<file path="src/rtl/fir_stream.sv">
// Streaming FIR filter with a serially reloadable coefficient bank, a valid/ready
// input handshake, a registered output and a saturating output stage.
module fir_stream #(
    parameter int TAPS   = 4,
    parameter int DATA_W = 8,
    parameter int COEF_W = 8,
    parameter int OUT_W  = 18,
    parameter int SHIFT  = 0
) (
    input  logic                     clk,
    input  logic                     rst,
    input  logic signed [DATA_W-1:0] in_data,
    input  logic                     in_valid,
    output logic                     in_ready,
    input  logic                     flush,
    input  logic                     coef_start,
    input  logic signed [COEF_W-1:0] coef_data,
    input  logic                     coef_valid,
    output logic                     coef_busy,
    output logic signed [OUT_W-1:0]  out_data,
    output logic                     out_valid
);

    localparam int ACC_W  = DATA_W + COEF_W + $clog2(TAPS);
    localparam int PROD_W = DATA_W + COEF_W;
    localparam int CNT_W  = $clog2(TAPS);

    typedef enum logic {IDLE, LOAD} state_t;

    state_t                    state, state_nx;
    logic [CNT_W-1:0]          cnt;
    logic signed [DATA_W-1:0]  s [TAPS-1];
    logic signed [COEF_W-1:0]  c [TAPS];
    logic signed [PROD_W-1:0]  prod [TAPS];
    logic signed [ACC_W-1:0]   acc;
    logic signed [ACC_W-1:0]   shifted;
    logic signed [OUT_W-1:0]   sat;
    logic                      accept;

    // Samples are only taken while the coefficient bank is stable and no flush is pending.
    assign in_ready  = (state == IDLE) && !flush;
    assign accept    = in_valid && in_ready;
    assign coef_busy = (state == LOAD);

    // Loader next-state: start on coef_start, finish after the beat landing in the last tap.
    always_comb begin
        // NOTE: every combinational output gets a default first, so no path leaves it unassigned and no latch is inferred.
        state_nx = state;
        case (state)
            IDLE:    if (coef_start) state_nx = LOAD;
            LOAD:    if (coef_valid && cnt == CNT_W'(TAPS - 1)) state_nx = IDLE;
            default: state_nx = IDLE;
        endcase
    end

    // Loader state register and beat counter; the counter is held at zero while idle.
    always_ff @(posedge clk) begin
        // NOTE: non-blocking assignments make every register sample pre-edge values, independent of statement order.
        if (rst) begin
            state <= IDLE;
            cnt   <= '0;
        end else begin
            state <= state_nx;
            if (state == IDLE)
                cnt <= '0;
            else if (coef_valid)
                cnt <= cnt + 1'b1;
        end
    end

    // Coefficient bank: one beat per coef_valid while loading.
    always_ff @(posedge clk) begin
        // NOTE: this bank is cleared explicitly because a reset mid-load must leave all taps at zero, not at stale values.
        if (rst) begin
            for (int k = 0; k < TAPS; k++) c[k] <= '0;
        end else if (state == LOAD && coef_valid) begin
            c[cnt] <= coef_data;
        end
    end

    // Delay line: cleared by reset or flush, shifted on every accepted sample.
    always_ff @(posedge clk) begin
        if (rst || flush) begin
            for (int k = 0; k < TAPS - 1; k++) s[k] <= '0;
        end else if (accept) begin
            s[0] <= in_data;
            for (int k = 1; k < TAPS - 1; k++) s[k] <= s[k-1];
        end
    end

    // Full-precision multiply-accumulate over the current sample and the delay line.
    always_comb begin
        prod[0] = c[0] * in_data;
        for (int k = 1; k < TAPS; k++) prod[k] = c[k] * s[k-1];
        acc = '0;
        for (int k = 0; k < TAPS; k++) acc = acc + ACC_W'(prod[k]);
    end

    // Arithmetic shift rounds toward minus infinity.
    assign shifted = acc >>> SHIFT;

    generate
        if (OUT_W < ACC_W) begin : g_clamp
            logic any_ones, all_ones;
            assign any_ones = |shifted[ACC_W-2:OUT_W-1];
            assign all_ones = &shifted[ACC_W-2:OUT_W-1];
            // Clamp when the bits above the output sign are not all copies of the accumulator sign.
            always_comb begin
                if (!shifted[ACC_W-1] && any_ones)
                    sat = {1'b0, {(OUT_W-1){1'b1}}};
                else if (shifted[ACC_W-1] && !all_ones)
                    sat = {1'b1, {(OUT_W-1){1'b0}}};
                else
                    sat = shifted[OUT_W-1:0];
            end
        end else begin : g_extend
            assign sat = OUT_W'(shifted);
        end
    endgenerate

    // Output register: data updates only on accept, valid pulses for exactly that cycle.
    always_ff @(posedge clk) begin
        if (rst) begin
            out_data  <= '0;
            out_valid <= 1'b0;
        end else begin
            out_valid <= accept;
            if (accept) out_data <= sat;
        end
    end

endmodule

</file>
<file path="config.mk">
export PLATFORM = sky130hd
export DESIGN_NAME = fir_stream
export DESIGN_NICKNAME = d
export VERILOG_FILES = /design/src/rtl/fir_stream.sv
export SDC_FILE = /design/constraint.sdc
export NUM_CORES = 1
export LEC_CHECK = 0
export CAP_MARGIN = 30
export CORE_UTILIZATION = 52
export CTS_BUF_LIST = sky130_fd_sc_hd__clkbuf_16
export CTS_CLUSTER_SIZE = 20
export DETAILED_ROUTE_END_ITERATION = 10
export PLACE_DENSITY_LB_ADDON = 0.15
export SLEW_MARGIN = 20
export SYNTH_ARGS = -nofsm -noshare
export SYNTH_HDL_FRONTEND = slang
export SYNTH_SLANG_ARGS = --single-unit
</file>
<file path="constraint.sdc">
create_clock -name clk -period 20.1 [get_ports clk]
set_input_delay 3.015 -clock clk [delete_from_list [all_inputs] [get_ports clk]]
set_output_delay 3.015 -clock clk [all_outputs]
set_load 0.005 [all_outputs]
</file>
==> flow_summary_export.csv <==
group,metric,value,unit
clock_network,cts-resized-gates,0,
die,initial_core_util,0.529,
sta,final_critical_path_share_of_the_clock_period,0.485,
worst_setup_path,cp_data_arrival_time,9.99,ns
die,die_area,27000,sq um
routing,route.final.wire_length,29900,um
placed_design,numPortBuffers,42,
worst_setup_path,timing_worst_setup_path_type,"input pin to register",
cells_and_area,post-route-util,0.573,
sta,final.setup.tns,0,ns
sta,worstMarginPinSlew,0.688,ns
clock_network,cts_tree,"done",
cells_and_area,final_net_count,1779,
worst_hold_path,hold_start,"out_data[10]",
worst_setup_path,worst_path_most_repeated_cell,"sky130_fd_sc_hd__fa_1",
worst_hold_path,hold_class,"register to register",
die,placementRows,59,
logic_synthesis,most_common_flop_cell_mapped_by_yosys,"sky130_fd_sc_hd__edfxtp_1",
sta,min_period,9.74,ns
worst_setup_path,cp-startpoint,"in_data[2]",
cells_and_area,nFillCells,2263,
routing,vias,8533,
cells_and_area,share_of_cells_above_drive_strength_1,0.0201,
sta,setup_viol_count_final,0,
grt,maximum_number_of_pins_on_one_net_before_global_route_repair,40,
logic_synthesis,netlist_top_cells_area,"sky130_fd_sc_hd__fa_1 (46%), sky130_fd_sc_hd__edfxtp_1 (12%), sky130_fd_sc_hd__inv_1 (10%)",
routing,drt-wirelength-per-cell,17.8,um
worst_hold_path,worst_hold_path.num_cells,1,
logic_synthesis,synth_enable_flop_cells,56,
worst_setup_path,slowest_delay,0.69,ns
power,vdd_drop_max,0.417,mV
worst_setup_path,worst_reg2reg_startpoint,"c[3][7]",
die,chipWidth,164,um
clock_network,clock_latency,0.36,ns
cells_and_area,syn2layout_area_growth,8.33,%
placed_design,gp_routability_congestion,0.862,
worst_setup_path,critical_path_cell_count,21,
clock_network,numCtsBuffers,9,
worst_setup_path,critical_path_peak_fanout,9,
clock_network,cts_setup_buffers,0,
worst_setup_path,cpMaxStageDelayCell,"sky130_fd_sc_hd__o41ai_1",
logic_synthesis,syn_nets,1739,
power,leakage_power,7.15,nW
logic_synthesis,synth-seq-cells,78,
logic_synthesis,async_flop_share,0,
power,fin_total_pwr,2.52,mW
sta,worst_clock_skew,0.00624,ns
sta,rsz_0062_raised_after_global_routing,"no",
routing,drt-pass1-iter-count,5,
worst_setup_path,worst_setup_path_end_kind,"register",
worst_setup_path,start_kind,"input pin",
clock_network,cts.path.max_buffers,2,
grt,grt_first_pass_wirelength,49600,um
clock_network,clkSlewWorstSetupHoldPaths,0.06,ns
grt,first_global_vias,9155,
die,die_h,164,um
logic_synthesis,synth.lib_cells_used.distinct,38,
placed_design,dpl.hpwl,26000,um
die,fp.coreArea,25900,sq um
worst_setup_path,critical_path.cell_chain,"clkdlybuf4s50_1, nand2_1, inv_1, fa_1, inv_1, fa_1, fa_1, fa_1, inv_1, fa_1, fa_1, fa_1, inv_1, fa_1, inv_1, ha_1, nand3_1, o41ai_1, a21oi_1, xnor2_1, a22o_1",
logic_synthesis,biggest_area_consumer_among_synthesized_cells,"sky130_fd_sc_hd__fa_1",
grt,grt_antenna_before_repair,0,
routing,starting_drc_count_in_detailed_routing,436,
worst_setup_path,worst_r2r_path_depth,20,
sta,timing.final.hold_violations,0,
worst_setup_path,cp.buffers_inverters,6,
logic_synthesis,syn_area,13700,sq um
grt,globalRouteOverflowTotal,0,
die,design.portCount,43,
routing,remaining_drc_errors,0,
status,run_status,"completed",
sta,max_fclk,0.103,GHz
job,drv_cap,0,
logic_synthesis,mean_instance_size_in_the_synthesized_netlist,10.5,sq um
worst_setup_path,gate_family_responsible_for_the_most_delay_along_the_worst_path,"adder cells",
sta,worst_rel_slew_slack,0.535,
routing,avgViaCountPerCell,5.08,
clock_network,cts.hold.buffers_added,0,
clock_network,cts-htree-levels,3,
cells_and_area,antenna_cells,0,
clock_network,clock-root-buffer,"sky130_fd_sc_hd__clkbuf_16",
logic_synthesis,synth-warning-count,0,
power,power_per_cell_area,170,nW/um^2
grt,overall_global_routing_resource_usage,0.252,
logic_synthesis,synthCells,1301,
logic_synthesis,yosys_top_cell_area_share,0.465,
clock_network,cts_num_sinks,78,
routing,ant_nets,0,
worst_setup_path,cp.required,20.35,ns
sta,finalMaxSlewViolations,0,
logic_synthesis,yosysSeqAreaShare,0.155,
-- power by group --
part           leakage (nW)  switching, mW  internal (mW)
registers             0.780         0.0207          0.188
logic                  6.21           1.17          0.955
clock network         0.157         0.0764          0.109
total                  7.15           1.27           1.25
-- state kept, by name, indices dropped and copies added, names as in the netlist --
name and count:
c 32, cnt 2, coef_busy 1, out_data 18
out_valid 1, s 24
-- logic make-up (layout without fill, tap and decap cells) --
| family | Yosys count | in the layout | share of synthesized area |
|---|---|---|---|
| AO/OA/AOI/OAI | 55 | 55 | 0.0309 |
| AND/OR/NAND/NOR | 337 | 337 | 0.134 |
| XOR/XNOR | 32 | 32 | 0.0205 |
| buffers and inverters | 382 | 427 | 0.105 |
| flip-flops | 78 | 78 | 0.155 |
| multiplexers | 1 | 1 | 0.000731 |
| adder cells (fa/ha/maj) | 416 | 416 | 0.554 |
-- worst paths after layout --
| kind | to | slack, ns |
|---|---|---|
| worst max-delay path | out_data[15] | 10.36 |
| worst min-delay path | out_data[10] | 0.48 |
| worst max register to register | out_data[15] | 12.79 |
| worst min register to register | out_data[10] | 0.48 |
-- worst register-to-register path, cell delays in order, from the launching register on --
cell	delay, ns
sky130_fd_sc_hd__edfxtp_1	0.53
sky130_fd_sc_hd__nand2_1	0.20
sky130_fd_sc_hd__fa_1	0.70
sky130_fd_sc_hd__inv_1	0.15
sky130_fd_sc_hd__fa_1	0.55
sky130_fd_sc_hd__inv_1	0.06
sky130_fd_sc_hd__fa_1	0.49
sky130_fd_sc_hd__fa_1	0.52
sky130_fd_sc_hd__inv_1	0.06
sky130_fd_sc_hd__fa_1	0.62
sky130_fd_sc_hd__fa_1	0.46
sky130_fd_sc_hd__fa_1	0.49
sky130_fd_sc_hd__inv_1	0.05
sky130_fd_sc_hd__fa_1	0.47
sky130_fd_sc_hd__inv_1	0.04
sky130_fd_sc_hd__ha_1	0.40
sky130_fd_sc_hd__nand3_1	0.16
sky130_fd_sc_hd__o41ai_1	0.69
sky130_fd_sc_hd__a21oi_1	0.21
sky130_fd_sc_hd__xnor2_1	0.16
sky130_fd_sc_hd__a22o_1	0.19
-- stage by stage --
step,hold slack (ns),instance area (sq um),std cells,setup slack (ns)
after floorplan,0.475,13700,1301,11.16
after global placement,0.461,14500,1663,10.11
after detailed placement,0.466,14500,1664,10.07
after CTS,0.486,14800,1680,10.40
after global routing,0.501,14800,1681,9.97
final,0.478,14800,1681,10.36
-- Yosys cell counts (all sizes together) (2+ instances only) --
cell / count
clkbuf: 17
dfxtp: 22
and3b: 2
or2: 4
nor3: 2
a21o: 5
nand2b: 17
xnor2: 26
a21oi: 12
o41ai: 4
and2: 188
inv: 365
xor2: 6
edfxtp: 56
a22o: 18
a31oi: 2
nand3: 2
nor2b: 10
o21ai: 7
nand2: 94
fa: 318
nor2: 16
ha: 98
-- cell usage in the layout, fill, tap and decap left out, types with 2 or more instances in the layout --
master and instances:
sky130_fd_sc_hd__buf_4 2, sky130_fd_sc_hd__a31oi_1 2, sky130_fd_sc_hd__nor2b_1 10, sky130_fd_sc_hd__o41ai_2 2, sky130_fd_sc_hd__o41ai_1 2, sky130_fd_sc_hd__nand2b_1 17, sky130_fd_sc_hd__dfxtp_1 22, sky130_fd_sc_hd__or2_2 2
sky130_fd_sc_hd__clkbuf_16 9, sky130_fd_sc_hd__bufinv_16 2, sky130_fd_sc_hd__and2_1 188, sky130_fd_sc_hd__edfxtp_1 56, sky130_fd_sc_hd__nand3_1 2, sky130_fd_sc_hd__nor3_1 2, sky130_fd_sc_hd__inv_1 366, sky130_fd_sc_hd__a21oi_1 10
sky130_fd_sc_hd__fa_1 318, sky130_fd_sc_hd__or2_1 2, sky130_fd_sc_hd__xor2_1 6, sky130_fd_sc_hd__a21o_1 5, sky130_fd_sc_hd__nor2_1 15, sky130_fd_sc_hd__and3b_1 2, sky130_fd_sc_hd__clkinv_4 2, sky130_fd_sc_hd__clkdlybuf4s50_1 42
sky130_fd_sc_hd__xnor2_1 26, sky130_fd_sc_hd__o21ai_0 5, sky130_fd_sc_hd__a21oi_2 2, sky130_fd_sc_hd__ha_1 98, sky130_fd_sc_hd__a22o_1 18, sky130_fd_sc_hd__nand2_1 94
-- routing by layer --
| layer | GRT usage | wire (um) | up-vias |
|---|---|---|---|
| met3 | 0.0414 | 1440 | 38 |
| met4 | 0.0934 | 1030 | 0 |
| li1 | - | - | 3877 |
| met1 | 0.327 | 12100 | 4400 |
| met2 | 0.426 | 15400 | 218 |
| met5 | 0 | 0 | - |
-- cell type report --
type                            instances  area [sq um]  area share
Inverter                              365          1370      0.0924
Multi-Input combinational cell        841         10100       0.684
Clock inverter                          7          97.6     0.00658
Timing Repair Buffer                   46           452      0.0304
Tap cell                              335           419      0.0283
Sequential cell                        78          2120       0.143
Clock buffer                            9           225      0.0152
Power figures use the tool's default switching activity.
==> RTL edit, RTL diff (same flow settings) <==
`OUT_W`: 18 -> 36.
--- a/src/rtl/fir_stream.sv
+++ b/src/rtl/fir_stream.sv
@@ -5,5 +5,5 @@
     parameter int DATA_W = 8,
     parameter int COEF_W = 8,
-    parameter int OUT_W  = 18,
+    parameter int OUT_W  = 36,
     parameter int SHIFT  = 0
 ) (
Ports: changed (resized out_data); port bits go from 43 to 61. The function was not compared with the original's and may differ.
==> RTL edit against the unedited design <==
Total power about the same. Core utilization increased by 0.33 points. Sequential share of layout area decreased by 0.16 points. Clock skew increased by 0.0078 ns. Sequential cell count unchanged. Final cell count increased by 1.1%. Critical path depth unchanged. Worst setup slack got worse by 0.028 ns. Synthesized cell count increased by 1.4%. Wire length decreased by 0.40%. Synthesized area increased by 0.99%. Cell area increased by 1.2%. Global-route usage decreased by 0.58 points. Critical path type unchanged. Critical endpoint unchanged. Largest power group unchanged. Highest routed layer unchanged.
==> RTL edit: results (changes against the unedited design) <==
- Vias in the first global route: 9263 (+1.2%)
- Outcome: completed
- Global-route wire length before repair: 49400 um (-0.47%)
- Filler cells: 2335 (+3.2%)
- Slew HR: 0.476 (-0.0595)
- Leak Pwr: 0.00720 uW (+0.81%)
- Port Buffers: 60 (+43%)
- Grt met2 use: 0.415 (-0.0112)
- VDD IR-drop max: 0.000379 V (-8.9%)
- Synth Area in XOR/XNOR: 0.0203 (-0.000200)
- Async S/R FF share, synth: 0 (unchanged)
- Setup WS pre-CTS: 10.05 ns (-0.0145 ns)
- Met3 usage: 0.0342 (-0.00720)
- Worst clock skew: 0.0140 ns (+0.00780 ns)
- 1st-iter DRT viols: 424 (-2.8%)
- Final wirelength: 29800 um (-0.40%)
- Multi-input gate area: 10100 sq um (unchanged)
- GR Util All Layers: 0.246 (-0.00585)
- Share of cells above drive strength 1: 0.0205 (+0.000468)
- Routed length on met3: 1220 um (-15%)
- HPWL after DPL: 26100 um (+0.13%)
- Synth Area in Adders: 0.549 (-0.00542)
- Sequential share of the synthesized area: 0.153 (-0.00151)
- Initial antenna violation count: 0 (unchanged)
- Largest net degree at the start of global routing: 25 (-38%)
- Number of nets in the layout: 1797 (+1.0%)
- Worst path arrival time: 10.01 ns (+0.02 ns)
- DRT met1 WL: 12500 um (+3.5%)
- Met2 Wirelength: 15100 um (-1.8%)
- Multiplexer share of the synthesized area: 0.000724 (-0.00000714)
- Placer Congestion: 0.835 (-3.2%)
- Met1 Use GR: 0.329 (+0.00251)
- Compound-cell area share of the yosys netlist: 0.0306 (-0.000302)
- Post-synth cell types: 39 (+2.6%)
- Finished Layout Cells: 1699 (+1.1%)
- Crit-path max cell delay: 0.76 ns (+0.07 ns)
- Top post-synthesis cells by area: fa_1, edfxtp_1, inv_1
## RTL edit: changes by cell type after synthesis, sizes merged
cell	change
buf	+18
## RTL edit: final cells by class
class	instances	area share
Clock buffer	9	0.0150
Clock inverter	7	0.00592
Inverter	365	0.0913
Multi-Input combinational cell	841	0.676
Sequential cell	78	0.141
Tap cell	335	0.0279
Timing Repair Buffer	64	0.0421
## RTL edit: worst reg2reg max path: stages, from the launching register on
cell,delay [ns]
edfxtp_1,0.52
nand2_1,0.19
fa_1,0.69
inv_1,0.14
fa_1,0.54
inv_1,0.06
fa_1,0.50
fa_1,0.53
inv_1,0.06
fa_1,0.61
fa_1,0.45
fa_1,0.49
inv_1,0.04
fa_1,0.48
inv_1,0.04
ha_1,0.41
nand3_1,0.17
o41ai_1,0.76
a21oi_1,0.18
xnor2_1,0.16
a22o_1,0.19
## RTL edit: final timing paths
path | end | slack, ns | cells after the start | start
worst max-delay path | out_data[15] | 10.33 | 21 | in_data[2]
worst max register to register | out_data[15] | 12.77 | 20 | s[0][16]
worst min-delay path | out_data[11] | 0.48 | 1 | out_data[11]
worst min register to register | out_data[11] | 0.48 | 1 | out_data[11]
## RTL edit: report_power, final
group	leakage (uW)	switching [uW]	internal (uW)	total (uW)
clock network	0.000152	78.9	99.7	179
registers	0.000780	21.9	188	209
logic	0.00627	1170	964	2130
## RTL edit: kinds of logic after synthesis
| group | after synthesis |
|---|---|
| adder cells (fa/ha/maj) | 416 |
| multiplexers | 1 |
| AND/OR/NAND/NOR | 337 |
| flip-flops | 78 |
| AO/OA/AOI/OAI | 55 |
| XOR/XNOR | 32 |
| buffers and inverters | 400 |
